## src/rtl/frv_alu_issue.sv

```systemverilog
// Execute-stage issue/retire wrapper around the combinational core ALU.
// E1 registers the decoded micro-op and drives the ALU; E2 captures the ALU
// result and compare flags and presents them to writeback.
module frv_alu_issue #(
  parameter int unsigned XLEN = 32,
  parameter int unsigned RDW  = 5
) (
  input  logic            g_clk,
  input  logic            g_resetn,
  input  logic            flush,
  // Decode side
  input  logic            s_valid,
  output logic            s_ready,
  input  logic [4:0]      s_uop,
  input  logic [XLEN-1:0] s_opr_a,
  input  logic [XLEN-1:0] s_opr_b,
  input  logic [RDW-1:0]  s_rd,
  // Core ALU side
  output logic [XLEN-1:0] alu_opr_a,
  output logic [XLEN-1:0] alu_opr_b,
  output logic [4:0]      alu_shamt,
  output logic [31:0]     alu_op,
  input  logic [XLEN-1:0] alu_result,
  input  logic [2:0]      alu_cmp,
  // Writeback side
  output logic            m_valid,
  input  logic            m_ready,
  output logic [XLEN-1:0] m_result,
  output logic [RDW-1:0]  m_rd,
  output logic [2:0]      m_cmp
);

  // Micro-op encoding; code n drives ALU op line n. Code 31 is sro.
  typedef enum logic [4:0] {
    UopAdd,  UopSub,  UopXor,   UopOr,     UopAnd,  UopSlt,   UopSltu,  UopSrl,
    UopSll,  UopSra,  UopRor,   UopRol,    UopPack, UopPackh, UopPacku, UopGrev,
    UopShfl, UopUnshfl, UopXnor, UopOrn,   UopAndn, UopClz,   UopCtz,   UopGorc,
    UopMax,  UopMaxu, UopMin,   UopMinu,   UopPcnt, UopSextb, UopSexth, UopSro
  } uop_e;

  // E1 state
  logic            e1_valid_q, e1_valid_d;
  logic [31:0]     e1_onehot_q, e1_onehot_d;
  logic [XLEN-1:0] e1_opr_a_q, e1_opr_a_d;
  logic [XLEN-1:0] e1_opr_b_q, e1_opr_b_d;
  logic [RDW-1:0]  e1_rd_q, e1_rd_d;

  // E2 state
  logic            e2_valid_q, e2_valid_d;
  logic [XLEN-1:0] e2_result_q, e2_result_d;
  logic [RDW-1:0]  e2_rd_q, e2_rd_d;
  logic [2:0]      e2_cmp_q, e2_cmp_d;

  logic        e1_adv;
  logic        accept;
  logic        e2_load;
  logic [31:0] uop_onehot;
  uop_e        uop;

  // Handshake: E1 can move on whenever E2 is empty or draining this cycle.
  always_comb begin
    e1_adv  = !e2_valid_q || m_ready;
    s_ready = (!e1_valid_q || e1_adv) && !flush;
    accept  = s_valid && s_ready;
    e2_load = e1_valid_q && e1_adv && !flush;
  end

  // Decode the 5-bit micro-op into the ALU's one-hot op lines.
  always_comb begin
    uop        = uop_e'(s_uop);
    uop_onehot = 32'd1 << uop;
  end

  // E1 next state: load on accept, otherwise clear when the op moves on so
  // the ALU inputs stop toggling while idle.
  always_comb begin
    e1_valid_d  = e1_valid_q;
    e1_onehot_d = e1_onehot_q;
    e1_opr_a_d  = e1_opr_a_q;
    e1_opr_b_d  = e1_opr_b_q;
    e1_rd_d     = e1_rd_q;
    if (flush) begin
      e1_valid_d  = 1'b0;
      e1_onehot_d = '0;
      e1_opr_a_d  = '0;
      e1_opr_b_d  = '0;
      e1_rd_d     = '0;
    end else if (accept) begin
      e1_valid_d  = 1'b1;
      e1_onehot_d = uop_onehot;
      e1_opr_a_d  = s_opr_a;
      e1_opr_b_d  = s_opr_b;
      e1_rd_d     = s_rd;
    end else if (e1_adv) begin
      e1_valid_d  = 1'b0;
      e1_onehot_d = '0;
      e1_opr_a_d  = '0;
      e1_opr_b_d  = '0;
      e1_rd_d     = '0;
    end
  end

  // E2 next state: capture ALU output as E1 advances; drop valid once taken.
  // Payload holds when not loading so writeback sees stable data under stall.
  always_comb begin
    e2_valid_d  = e2_valid_q;
    e2_result_d = e2_result_q;
    e2_rd_d     = e2_rd_q;
    e2_cmp_d    = e2_cmp_q;
    if (flush) begin
      e2_valid_d = 1'b0;
    end else if (e2_load) begin
      e2_valid_d  = 1'b1;
      e2_result_d = alu_result;
      e2_rd_d     = e1_rd_q;
      e2_cmp_d    = alu_cmp;
    end else if (m_ready) begin
      e2_valid_d = 1'b0;
    end
  end

  // E1 registers.
  always_ff @(posedge g_clk or negedge g_resetn) begin
    if (!g_resetn) begin
      e1_valid_q  <= 1'b0;
      e1_onehot_q <= '0;
      e1_opr_a_q  <= '0;
      e1_opr_b_q  <= '0;
      e1_rd_q     <= '0;
    end else begin
      e1_valid_q  <= e1_valid_d;
      e1_onehot_q <= e1_onehot_d;
      e1_opr_a_q  <= e1_opr_a_d;
      e1_opr_b_q  <= e1_opr_b_d;
      e1_rd_q     <= e1_rd_d;
    end
  end

  // E2 registers.
  always_ff @(posedge g_clk or negedge g_resetn) begin
    if (!g_resetn) begin
      e2_valid_q  <= 1'b0;
      e2_result_q <= '0;
      e2_rd_q     <= '0;
      e2_cmp_q    <= '0;
    end else begin
      e2_valid_q  <= e2_valid_d;
      e2_result_q <= e2_result_d;
      e2_rd_q     <= e2_rd_d;
      e2_cmp_q    <= e2_cmp_d;
    end
  end

  // Outputs come straight from the stage registers.
  always_comb begin
    alu_op    = e1_onehot_q;
    alu_opr_a = e1_opr_a_q;
    alu_opr_b = e1_opr_b_q;
    alu_shamt = e1_opr_b_q[4:0];
    m_valid   = e2_valid_q;
    m_result  = e2_result_q;
    m_rd      = e2_rd_q;
    m_cmp     = e2_cmp_q;
  end

endmodule

```

## config.mk

```make
export PLATFORM = sky130hd
export DESIGN_NAME = frv_alu_issue
export DESIGN_NICKNAME = d
export VERILOG_FILES = /design/src/rtl/frv_alu_issue.sv
export SDC_FILE = /design/constraint.sdc
export NUM_CORES = 1
export LEC_CHECK = 0
export BUFFER_PORTS_ARGS = -buffer_cell sky130_fd_sc_hd__buf_2
export CAP_MARGIN = 20
export CORE_MARGIN = 1.5
export CORE_UTILIZATION = 34
export CTS_BUF_LIST = sky130_fd_sc_hd__clkbuf_2 sky130_fd_sc_hd__clkbuf_4 sky130_fd_sc_hd__clkbuf_8
export DETAILED_ROUTE_END_ITERATION = 12
export PLACE_DENSITY_LB_ADDON = 0.15
export SKIP_CTS_REPAIR_TIMING = 1
export SYNTH_ARGS = -nofsm -noshare
export SYNTH_HDL_FRONTEND = slang
export SYNTH_SLANG_ARGS = --single-unit
```

## constraint.sdc

```tcl
create_clock -name g_clk -period 1.95 [get_ports g_clk]
set_input_delay 0.585 -clock g_clk [delete_from_list [all_inputs] [get_ports g_clk]]
set_output_delay 0.585 -clock g_clk [all_outputs]
set_load 0.03 [all_outputs]
```

==> impl_metrics.csv, run 1 <==
group,metric,value,unit
pwr,switching_share,29.7,%
sta,setup_viol,0,
critical_path,path_delay_family,"flip-flops",
critical_path,criticalPathCategory,"register to output pin",
job,cap_violations,0,
sta,fin_crit_sh,98.4,%
floorplanning,fp.dieH,128,microns
floorplanning,dieWidth,128,microns
finish,num_antenna_cells,0,
pwr,p_comb_share,18.4,%
run_status,status,"completed",
finish,final_cells,825,
synthesis,synth_area_per_cell,15.5,sq um
sta,final_max_slew_viol_count,0,
finish,layout.area.seq,3580,sq um
synthesis,synthesis.area,5320,sq um
global_routing,grtUsageMet3,6.22,%
critical_path,cp_num_buf_inv,1,
clock_tree,cts_htree_levels,4,
global_routing,grt_antenna_before_repair,0,
clock_tree,cts_sinks,143,
floorplanning,ios,257,
global_routing,grt_overflow,0,
placement,hpwl,9890,microns
critical_path,worstRegToRegCells,3,
pwr,power_density,942,nW/um^2
detailed_routing,detail_route.iter0.violations,173,
finish,multiInputGateArea,1550,sq um
critical_path,cp_slowest_stage_delay,0.40,ns
critical_path,r2r-start,"m_valid",
pwr,clkPwrFrac,33.8,%
hold_path,hold_class,"input pin to asynchronous set/reset pin",
global_routing,grt_util_met2,28.1,%
sta,finClkSkew,0.00806,ns
synthesis,ys_warn_count,0,
critical_path,reg2reg_to,"alu_op[26]",
pwr,p_sw,2.04,mW
critical_path,slowest_stage,"dfrtp_1",
critical_path,worst_setup_path_end_kind,"output pin",
floorplanning,core,15300,sq um
sta,fin_crit,1.92,ns
floorplanning,rows,45,
clock_tree,clk_pin_slew,0.08,ns
detailed_routing,drcViolationCount,0,
global_routing,grt_pass1_vias,4176,
clock_tree,cts_made_buffers,17,
synthesis,synth_seq_cells,143,
critical_path,critPathRequiredTime,1.36,ns
pwr,p_seq_share,47.8,%
detailed_routing,vias,4053,
pwr,internal_power,4.85,mW
critical_path,rrSetupSlack,0.18,ns
detailed_routing,via_per_inst,4.91,
critical_path,crit_cells,3,
global_routing,grt_pass1_wl,22100,microns
clock_tree,cts_max_path_buffers,2,
finish,area_growth,37.7,%
sta,slew_headroom,37.3,%
global_routing,grt_max_degree,67,
floorplanning,start_util,34.9,%
pwr,leakage,3.91,nW
critical_path,path_max_fanout,3,
pwr,peakVddDrop,0.000475,V
detailed_routing,ant_nets,0,
clock_tree,cts_tree,"done",
placement,routabilityCongestion,0.754,
sta,rsz0062_at_grt,"yes",
detailed_routing,drt_pass1_iterations,4,
detailed_routing,routed_wl,13900,microns
global_routing,grt_most_used_layer,"met2",
sta,tightest_slew,0.935,ns
clock_tree,clk_latency,0.43,ns
finish,drive_gt1_share,57.2,%
finish,final_util,48.0,%
placement,place_inst,791,
synthesis,yosysSeqAreaShare,67.3,%
synthesis,ys_types,20,
sta,fmax,521,MHz
sta,hold_violations,0,
synthesis,syn-num-nets,457,
detailed_routing,wire_per_inst,16.8,microns
critical_path,cp-start-kind,"register",
global_routing,met1_usage,21.9,%
finish,nFillCells,1402,
floorplanning,die_area,16400,sq um
global_routing,grt_use_total,17.4,%
synthesis,synth_cells,343,
finish,fin_nets,715,
placement,numPortBuffers,256,
critical_path,cp_cell_sequence,"and3b_2, nor2_2, buf_6",
clock_tree,root_buffer,"clkbuf_8",
critical_path,arrival,1.33,ns
## layer usage
metal,wire (microns),share of wire [%]
met1,5810,42
met2,6850,49
met3,1040,7.5
met4,188,1.4
met5,0,0
## Yosys cell counts, drive strengths merged
cell type / count / area share (%)
and2: 2 / 0.24
and3b: 1 / 0.16
buf: 36 / 3.7
nor2: 7 / 0.49
a32o: 32 / 6.0
nor3b: 3 / 0.73
nor2b: 6 / 0.71
nand2: 1 / 0.071
nor3: 1 / 0.19
nor4b: 1 / 0.45
dfrtp: 143 / 67
mux2: 40 / 8.5
a22o: 69 / 11
clkbuf: 1 / 0.071
## placed cells by master, fill, tap and decap left out
cell | Yosys | routed
a22o_1 | 69 | 69
buf_4 | 8 | 13
and2_1 | 2 | 2
buf_12 | 0 | 7
clkinv_2 | 0 | 5
clkbuf_8 | 0 | 19
buf_2 | 21 | 254
nor2_2 | 0 | 1
mux2_2 | 36 | 36
nor3_2 | 1 | 1
bufinv_16 | 0 | 2
nor2b_1 | 6 | 6
nor3b_4 | 1 | 2
nor2_1 | 7 | 6
a32o_1 | 32 | 32
inv_6 | 0 | 3
buf_6 | 1 | 2
nor4b_4 | 1 | 1
dfrtp_1 | 143 | 143
mux2_1 | 4 | 4
clkinvlp_4 | 0 | 3
and3b_2 | 0 | 1
nor3b_2 | 1 | 1
nand2_1 | 1 | 1
## cells by family after synthesis
logic type,count (synthesis),synth area share (%)
compound gates,101,17.4
mux,40,8.47
flops,143,67.3
simple gates,22,3.04
buf+inv,37,3.81
## through the flow
| step | setup TNS [ns] | power, mW | setup slack, ns | area [sq um] | hold slack (ns) |
|---|---|---|---|---|---|
| final | 0 | 6.89 | 0.0313 | 7320 | 0.0749 |
| after global routing | -0.0533 | 7.27 | -0.0533 | 7320 | 0.0686 |
| after CTS | -0.0398 | 7.01 | -0.0398 | 7300 | 0.0470 |
| after detailed placement | -0.660 | 4.64 | -0.0634 | 6900 | 0.470 |
| after global placement | -0.172 | 4.62 | -0.0183 | 6900 | 0.464 |
| after floorplan | 0 | 4.12 | 0.0593 | 5320 | 0.289 |
## state kept, by name, summed over array words and instances, names as in the netlist
name and count:
alu_op 32, alu_opr_a 32, alu_opr_b 32, m_result 32, e1_rd_q 5, m_rd 5
m_cmp 3, e1_valid_q 1, m_valid 1
## power groups by stage
stage / Sequential [mW] / Clock, mW / Combinational, mW
after detailed placement: 3.36 / 0 / 1.28
after global placement: 3.35 / 0 / 1.27
after CTS: 3.30 / 2.42 / 1.28
after floorplan: 3.81 / 0 / 0.307
final: 3.30 / 2.33 / 1.27
after global routing: 3.33 / 2.58 / 1.35
## final cells by class
class	instances	share of cell area, %
clock buffers	19	3.57
clock inverters	13	1.83
multi-input cells	163	21.2
flip-flops and latches	143	48.9
well taps	211	3.61
repair buffers	276	20.9
## worst register-to-register path, cell delays in order (launching register included)
cell	delay [ns]
dfrtp_1	0.40
and3b_2	0.25
nor3_2	0.75
a32o_1	0.30
## how the worst max path moves through the flow
| stage | start | end | slack [ns] |
|---|---|---|---|
| 6_report | m_valid | s_ready | 0.03 |
| 5_1_grt | m_valid | s_ready | -0.05 |
| 4_1_cts | e1_valid_q | s_ready | -0.04 |
| 3_5_place_dp | m_ready | alu_op[30] | -0.06 |
| 3_3_place_gp | m_ready | alu_op[30] | -0.02 |
| 2_1_floorplan | m_ready | s_ready | 0.06 |
(Power assumes the default switching activity.)
==> inputs of run 2 (changes only) <==
--- a/config.mk
+++ b/config.mk
@@ -10,8 +10,10 @@
 export CORE_MARGIN = 1.5
 export CORE_UTILIZATION = 34
 export CTS_BUF_LIST = sky130_fd_sc_hd__clkbuf_2 sky130_fd_sc_hd__clkbuf_4 sky130_fd_sc_hd__clkbuf_8
+export CTS_CLUSTER_DIAMETER = 150
 export DETAILED_ROUTE_END_ITERATION = 12
 export PLACE_DENSITY_LB_ADDON = 0.15
+export SETUP_SLACK_MARGIN = 0.1
 export SKIP_CTS_REPAIR_TIMING = 1
 export SYNTH_ARGS = -nofsm -noshare
 export SYNTH_HDL_FRONTEND = slang
==> impl_metrics.csv, run 2 (synthesis gave the netlist of run 1 again) <==
group,metric,value,unit
pwr,power_density,953,nW/um^2
sta,slew_headroom,36.0,%
sta,setup_tns,0,ns
placement,hpwl,9700,microns
clock_tree,cts_made_buffers,17,
sta,finClkSkew,0.0143,ns
sta,hold_violations,0,
sta,fin_crit,1.93,ns
global_routing,grt_overflow,0,
placement,routabilityCongestion,0.764,
placement,numPortBuffers,256,
placement,place_inst,788,
finish,area_growth,37.6,%
critical_path,cp_slowest_stage_delay,0.42,ns
finish,multiInputGateArea,1550,sq um
clock_tree,cts_max_path_buffers,2,
clock_tree,cts_sinks,143,
floorplanning,core,15300,sq um
global_routing,grt_antenna_before_repair,0,
sta,setup_viol,0,
detailed_routing,wire_per_inst,17.0,microns
sta,tightest_slew,0.955,ns
detailed_routing,ant_nets,0,
run_status,status,"completed",
floorplanning,die_area,16400,sq um
job,cap_violations,0,
floorplanning,ios,257,
sta,final_max_slew_viol_count,0,
sta,fmax,517,MHz
finish,drive_gt1_share,57.0,%
detailed_routing,drt_pass1_iterations,4,
detailed_routing,via_per_inst,4.87,
finish,final_cells,822,
finish,layout.area.seq,3580,sq um
pwr,leakage,3.90,nW
critical_path,critPathRequiredTime,1.36,ns
sta,fin_crit_sh,99.1,%
critical_path,criticalPathCategory,"register to output pin",
sta,rsz0062_at_grt,"yes",
global_routing,grt_max_degree,68,
clock_tree,root_buffer,"clkbuf_8",
global_routing,grt_pass1_wl,21100,microns
critical_path,cp_cell_sequence,"and3b_2, nor2_2, buf_6",
detailed_routing,drcViolationCount,0,
clock_tree,cts_tree,"done",
clock_tree,clk_latency,0.45,ns
finish,num_antenna_cells,0,
critical_path,path_max_fanout,4,
hold_path,hold_class,"input pin to asynchronous set/reset pin",
clock_tree,clk_pin_slew,0.09,ns
clock_tree,cts_htree_levels,4,
critical_path,slowest_stage,"dfrtp_1",
pwr,peakVddDrop,0.000465,V
detailed_routing,routed_wl,13900,microns
critical_path,arrival,1.35,ns
finish,final_cell_mix,"buf_2 (254), dfrtp_1 (143), a22o_1 (69)",
detailed_routing,vias,4001,
floorplanning,start_util,34.9,%
global_routing,grt_use_total,17.0,%
finish,nFillCells,1400,
finish,fin_nets,713,
critical_path,worst_setup_path_end_kind,"output pin",
pwr,p_total,6.97,mW
floorplanning,fp.dieH,128,microns
detailed_routing,detail_route.iter0.violations,151,
finish,final_common_cell,"buf_2",
critical_path,cp-start-kind,"register",
floorplanning,rows,45,
global_routing,grt_pass1_vias,4024,
finish,final_util,47.9,%
floorplanning,dieWidth,128,microns
==> run 2: cell count changes in the layout (fill, tap and decap cells not counted), sizes merged <==
| cell | delta |
|---|---|
| clkbuf | +3 |
| buf | -2 |
| inv | -2 |
| clkinv | -1 |
| clkinvlp | -1 |
==> run 2: layer usage <==
layer	routed length (microns)	track usage [%]	up-vias	share of wire, %
li1	-	-	1807	-
met1	5660	20.4	1998	41
met2	6980	27.9	173	50
met3	1020	6.18	23	7.3
met4	289	6.68	0	2.1
met5	0	0	-	0
==> run 2: final cells by class <==
class / instances / share of cell area, %
Clock inverter: 9 / 1.47
Tap cell: 211 / 3.61
Multi-Input combinational cell: 163 / 21.2
Sequential cell: 143 / 48.9
Timing Repair Buffer: 274 / 20.7
Clock buffer: 22 / 4.05
==> run 2: through the flow <==
stage | cell area (sq um) | setup slack (ns) | hold WS [ns]
4_1_cts | 7270 | -0.115 | 0.0552
3_5_place_dp | 6870 | -0.152 | 0.472
6_report | 7310 | 0.0168 | 0.0660
5_1_grt | 7310 | -0.0473 | 0.0674
3_3_place_gp | 6870 | -0.0895 | 0.469
2_1_floorplan | 5320 | 0.195 | 0.289
==> run 2: worst paths after layout <==
path | from | end | slack, ns | depth (start not counted)
worst max-delay path | e1_valid_q | s_ready | 0.02 | 3
worst min-delay path | g_resetn | alu_opr_a[24] | 0.07 | 1
worst max register to register | e1_valid_q | alu_op[30] | 0.15 | 3
worst min register to register | m_rd[3] | m_rd[3] | 0.49 | 1
max in group asynchronous | g_resetn | e1_rd_q[1] | 1.27 | 2
min in group g_clk | s_opr_a[26] | alu_opr_a[26] | 0.35 | 2
==> run 2: worst max-delay path: cells and delay by family (launching register included) <==
| family | cells | cell delay [ns] |
|---|---|---|
| flip-flops | 1 | 0.42 |
| AND/OR/NAND/NOR | 2 | 0.35 |
| buffers and inverters | 1 | 0.14 |
==> run 2: power by group <==
group | leakage, nW | internal, mW | switching (mW) | total [mW]
registers | 1.88 | 3.19 | 0.108 | 3.30
logic | 1.82 | 0.454 | 0.817 | 1.27
clock network | 0.205 | 1.28 | 1.12 | 2.40
total | 3.90 | 4.93 | 2.05 | 6.97
